File: config.mk
export PLATFORM = sky130hd
export DESIGN_NAME = elevator_display_encoder
export DESIGN_NICKNAME = d
export VERILOG_FILES = /design/src/rtl/elevator_display_encoder.sv
export SDC_FILE = /design/constraint.sdc
export NUM_CORES = 1
export LEC_CHECK = 0
export CAP_MARGIN = 20
export CORE_MARGIN = 10
export CORE_UTILIZATION = 60
export DETAILED_ROUTE_END_ITERATION = 16
export PLACE_DENSITY = 0.92
export SETUP_SLACK_MARGIN = 0.2
export SYNTH_ARGS = -nofsm -noshare
export SYNTH_HDL_FRONTEND = slang
export SYNTH_SLANG_ARGS = --single-unit
File: constraint.sdc
create_clock -name clk -period 4.1 [get_ports clk]
set_clock_uncertainty 0.15 [all_clocks]
set_input_delay 0.82 -clock clk [delete_from_list [all_inputs] [get_ports clk]]
set_output_delay 0.82 -clock clk [all_outputs]
set_load 0.02 [all_outputs]
File: src/rtl/elevator_display_encoder.sv
// elevator_display_encoder
// Latches floor/direction from the elevator controller and time-multiplexes
// them onto a four-digit display as 4-bit decoder codes plus active-low
// anode selects. Digit 0 shows the floor and blinks while the doors are
// open. Digit 1 shows the direction. Digits 2 and 3 stay dark.
module elevator_display_encoder #(
   parameter int REFRESH_DIV  = 100000,
   parameter int BLINK_CYCLES = 25000000
) (
   input  logic       clk,
   input  logic       reset,
   input  logic [1:0] floor_in,
   input  logic [1:0] dir_in,
   input  logic       update,
   input  logic       door_open,
   output logic [3:0] bin,
   output logic [3:0] an,
   output logic       err
);

   localparam int PRE_W = (REFRESH_DIV > 1) ? $clog2(REFRESH_DIV) : 1;
   localparam int BLK_W = (BLINK_CYCLES > 1) ? $clog2(BLINK_CYCLES) : 1;

   localparam logic [PRE_W-1:0] PRE_LAST = PRE_W'(REFRESH_DIV - 1);
   localparam logic [BLK_W-1:0] BLK_LAST = BLK_W'(BLINK_CYCLES - 1);

   localparam logic [1:0] DIR_IDLE = 2'b00;
   localparam logic [1:0] DIR_UP   = 2'b01;
   localparam logic [1:0] DIR_DOWN = 2'b10;
   localparam logic [1:0] DIR_ILL  = 2'b11;

   localparam logic [3:0] CODE_UP      = 4'd4;
   localparam logic [3:0] CODE_DOWN    = 4'd8;
   localparam logic [3:0] CODE_NEUTRAL = 4'd12;

   localparam logic [3:0] AN_DIG0 = 4'b1110;
   localparam logic [3:0] AN_DIG1 = 4'b1101;
   localparam logic [3:0] AN_OFF  = 4'b1111;

   localparam logic [1:0] FLOOR_RST = 2'd1;

   typedef enum logic [1:0] {
      DIG0 = 2'd0,
      DIG1 = 2'd1,
      DIG2 = 2'd2,
      DIG3 = 2'd3
   } scan_t;

   // Floor codes go to the decoder unchanged in the low two bits.
   function automatic logic [3:0] floor_code(input logic [1:0] fl);
      return {2'b00, fl};
   endfunction

   // Direction codes are one-hot-ish so the decoder can draw arrows.
   // The illegal encoding can never be latched, so it falls to neutral.
   function automatic logic [3:0] dir_code(input logic [1:0] dr);
      logic [3:0] code;
      case (dr)
         DIR_UP:   code = CODE_UP;
         DIR_DOWN: code = CODE_DOWN;
         default:  code = CODE_NEUTRAL;
      endcase
      return code;
   endfunction

   // Latched controller state
   logic [1:0] floor_q, floor_d;
   logic [1:0] dir_q,   dir_d;
   logic       err_q,   err_d;

   // Refresh prescaler and blink timer
   logic [PRE_W-1:0] pre_q, pre_d;
   logic             scan_adv;
   logic [BLK_W-1:0] blk_cnt_q, blk_cnt_d;
   logic             blink_on_q, blink_on_d;

   // Scan FSM and registered display outputs
   scan_t      scan_q;
   logic [3:0] bin_q;
   logic [3:0] an_q;

   // Next-state for the latched floor/direction and the sticky error flag
   always_comb begin
      floor_d = floor_q;
      dir_d   = dir_q;
      err_d   = err_q;
      if (update) begin
         // A zero floor is rejected and the last good floor is kept.
         if (floor_in != 2'd0) begin
            floor_d = floor_in;
         end else begin
            err_d = 1'b1;
         end
         // An illegal direction parks the display on neutral.
         if (dir_in != DIR_ILL) begin
            dir_d = dir_in;
         end else begin
            dir_d = DIR_IDLE;
            err_d = 1'b1;
         end
      end
   end

   // Next-state for the refresh prescaler and the blink timer
   always_comb begin
      scan_adv = (pre_q == PRE_LAST);
      if (scan_adv) begin
         pre_d = '0;
      end else begin
         pre_d = pre_q + PRE_W'(1);
      end

      // Holding the timer at zero while the doors are closed guarantees
      // that every door opening starts with a full visible half-period.
      if (!door_open) begin
         blk_cnt_d  = '0;
         blink_on_d = 1'b1;
      end else if (blk_cnt_q == BLK_LAST) begin
         blk_cnt_d  = '0;
         blink_on_d = ~blink_on_q;
      end else begin
         blk_cnt_d  = blk_cnt_q + BLK_W'(1);
         blink_on_d = blink_on_q;
      end
   end

   // Latch floor, direction and error on the update strobe
   always_ff @(posedge clk) begin
      if (reset) begin
         floor_q <= FLOOR_RST;
         dir_q   <= DIR_IDLE;
         err_q   <= 1'b0;
      end else begin
         floor_q <= floor_d;
         dir_q   <= dir_d;
         err_q   <= err_d;
      end
   end

   // Advance the refresh prescaler and the blink timer
   always_ff @(posedge clk) begin
      if (reset) begin
         pre_q      <= '0;
         blk_cnt_q  <= '0;
         blink_on_q <= 1'b1;
      end else begin
         pre_q      <= pre_d;
         blk_cnt_q  <= blk_cnt_d;
         blink_on_q <= blink_on_d;
      end
   end

   // Scan FSM: step through the digits and register the code/anode pair.
   // Outputs are built from the current state and latched values, so they
   // trail the scan state by one cycle and every digit lasts REFRESH_DIV.
   always_ff @(posedge clk) begin
      if (reset) begin
         scan_q <= DIG0;
         bin_q  <= floor_code(FLOOR_RST);
         an_q   <= AN_DIG0;
      end else begin
         case (scan_q)
            DIG0: begin
               // The floor code stays on bin during the dark half so the
               // decoder input never glitches; only the anode blinks.
               bin_q <= floor_code(floor_q);
               an_q  <= blink_on_q ? AN_DIG0 : AN_OFF;
               if (scan_adv) scan_q <= DIG1;
            end
            DIG1: begin
               bin_q <= dir_code(dir_q);
               an_q  <= AN_DIG1;
               if (scan_adv) scan_q <= DIG2;
            end
            DIG2: begin
               bin_q <= CODE_NEUTRAL;
               an_q  <= AN_OFF;
               if (scan_adv) scan_q <= DIG3;
            end
            default: begin
               bin_q <= CODE_NEUTRAL;
               an_q  <= AN_OFF;
               if (scan_adv) scan_q <= DIG0;
            end
         endcase
      end
   end

   assign bin = bin_q;
   assign an  = an_q;
   assign err = err_q;

endmodule

==> out/metrics.yaml <==
outcome: "complete, no violations"
syn_area_mm2: 0.002500
syn_inst: 275
hold_viol_final: 0
synth_enable_flop_cells: 0
drc: 0
min_path_type: "flip-flop to flip-flop"
gp_congestion: 0.7745
wl_per_cell_um: 13.80
first_iter_violations: 100
slew_violations: 0
layout-drive-gt1-share: 0.05965
start_util: 0.6205
cts_resized: 0
synth_cell_types: 42
rsz0062_at_grt: "false"
final_common_cell: "dfxtp_1"
viasPerCell: 5.797
critical_path_class: "input port to flip-flop"
num_rows: 23
async_flop_share: 0
arrival_ns: 2.29
clk_latency_ns: 0.31
slew_headroom: 0.6048
num_vias: 1942
placed_cell_area_mm2: 0.002624
cts_setup_buffers: 0
final_nets: 298
dieHeight_um: 84.55
cts_hold_buffers: 0
finalCritPeriodShare: 0.5492
die-area_mm2: 0.007149
final_util: 0.6739
io_buffers: 14
pin_count: 17
grt_max_degree: 24
layout_setup_ws_ns: 1.848
cts_buffers: 5
setup_tns_ns: 0
clockBufferDepth: 2
cp.required_ns: 4.14
grt_pass1_wl_um: 8114
endpoint_kind: "flip-flop"
fin_hold_ws_ns: 0.3038
register_area_mm2: 0.001121
synthFlopType: "dfxtp_1"
yosysSeqAreaShare: 0.4484
fin_area_mm2: 0.002715
cts.sinks: 56
drtAntennaViolNets: 0
tritoncts: "yes"
multiInputGateArea_mm2: 0.001270
ir_worst_vdd_uv: 195.9
place_ws_ns: 1.489
cellLeakagePower_uw: 0.0009282
syn2layout_area_growth_pct: 8.608
mostFrequentLayoutCells: "dfxtp_1, nor2_1, nand2_1"
die_x_um: 84.55
wl_um: 4622
fill_cells: 325
antenna_cells: 0
tightest_slew_ns: 0.5909
firstDrtPassIters: 4
dp_hpwl_um: 3255
period_needed_ns: 2.252
clk_transition_reported_paths_ns: 0.10
grt_overflow: 0
h-tree-depth: 2
grt_pass1_vias: 1847
cp_max_fo: 18
avgSynthCellArea_um2: 9.091
critPathLaunchType: "input port"
coreArea_mm2: 0.004029
p_per_area_mw_per_mm2: 331.7
maxCapViolCount: 0
yosysWarnings: 0
ys_ff_latch: 56
setup_viol: 0
grt_usage: 0.1318
ff2ff_setup_slack_ns: 2.08
antenna_found_initial: 0
clock.fmax_mhz: 444.1
cts-root-buf: "clkbuf_8"
-- through the flow --
step                total power [uW]  std cells
floorplan                      591.3        276
global placement               603.6        327
detailed placement             604.7        327
CTS                            906.2        335
global route                   929.8        335
finish                         900.7        335
-- layer usage --
layer  part of all wire  routed length [um]  track usage  vias up
met3              0.036                 167      0.04058        2
met4             0.0043                  20      0.03892        0
met5                  0                   0            0        -
met2               0.51                2355       0.2279       26
li1                   -                   -            -      990
met1               0.45                2079       0.1517      924
-- power breakdown --
| part | internal, uW | total (uW) | switching (uW) |
|---|---|---|---|
| clock | 123 | 309 | 186 |
| combinational | 16.2 | 37.4 | 21.2 |
| sequential | 550 | 555 | 4.26 |
| total | 690 | 901 | 211 |
-- sequential cells by signal (all words and copies together) (netlist names) --
register,count
bin,4
blk_cnt_q,25
dir_q,2
blink_on_q,1
pre_q,17
scan_q,2
an,2
err,1
floor_q,2
-- synthesized netlist by cell type (all sizes together) (2+ instances only) --
master,number,area (um2)
buf,11,78.82
and2,2,13.77
nand2b,4,25.02
nand4,13,96.34
xor2,20,175.2
inv,6,22.52
nor4bb,2,20.02
nand3,14,95.09
and3,7,48.80
nor4b,3,26.28
ha,6,75.07
dfxtp,56,1121
nor2b,3,18.77
nand2,21,78.83
o31ai,6,45.04
a21oi,18,93.84
xnor2,4,35.03
clkbuf,3,11.26
and4,6,52.55
nor2,33,123.9
nor3,2,10.01
or3,9,56.30
o21ai,11,55.05
or4,6,48.80
-- cell type report --
type / instances / area share
clock inverter: 3 / 0.008295
timing repair buffer: 15 / 0.05438
inverter: 6 / 0.008295
tap: 50 / 0.02304
clock buffer: 5 / 0.02535
multi-input combinational: 200 / 0.4677
sequential: 56 / 0.4129
-- critical path, stage by stage --
cell and delay [ns]:
clkdlybuf4s50_1 0.84, nand2b_1 0.52, nor2_1 0.10
-- logic make-up after synthesis --
group / count (synthesis) / share of synthesized area
mux: 1 / 0.004004
fa+ha+maj: 6 / 0.03003
buf+inv: 20 / 0.04504
compound gates: 40 / 0.09360
flops: 56 / 0.4485
other cells: 1 / 0.001500
xor+xnor: 24 / 0.08408
simple gates: 127 / 0.2933
-- worst paths after layout --
path	endpoint	startpoint	depth (start not counted)
worst max-delay path	pre_q[10]	reset	3
worst min-delay path	bin[1]	floor_q[1]	2
worst max register to register	pre_q[10]	pre_q[0]	5
worst min register to register	bin[1]	floor_q[1]	2
Power figures use the tool's default switching activity.
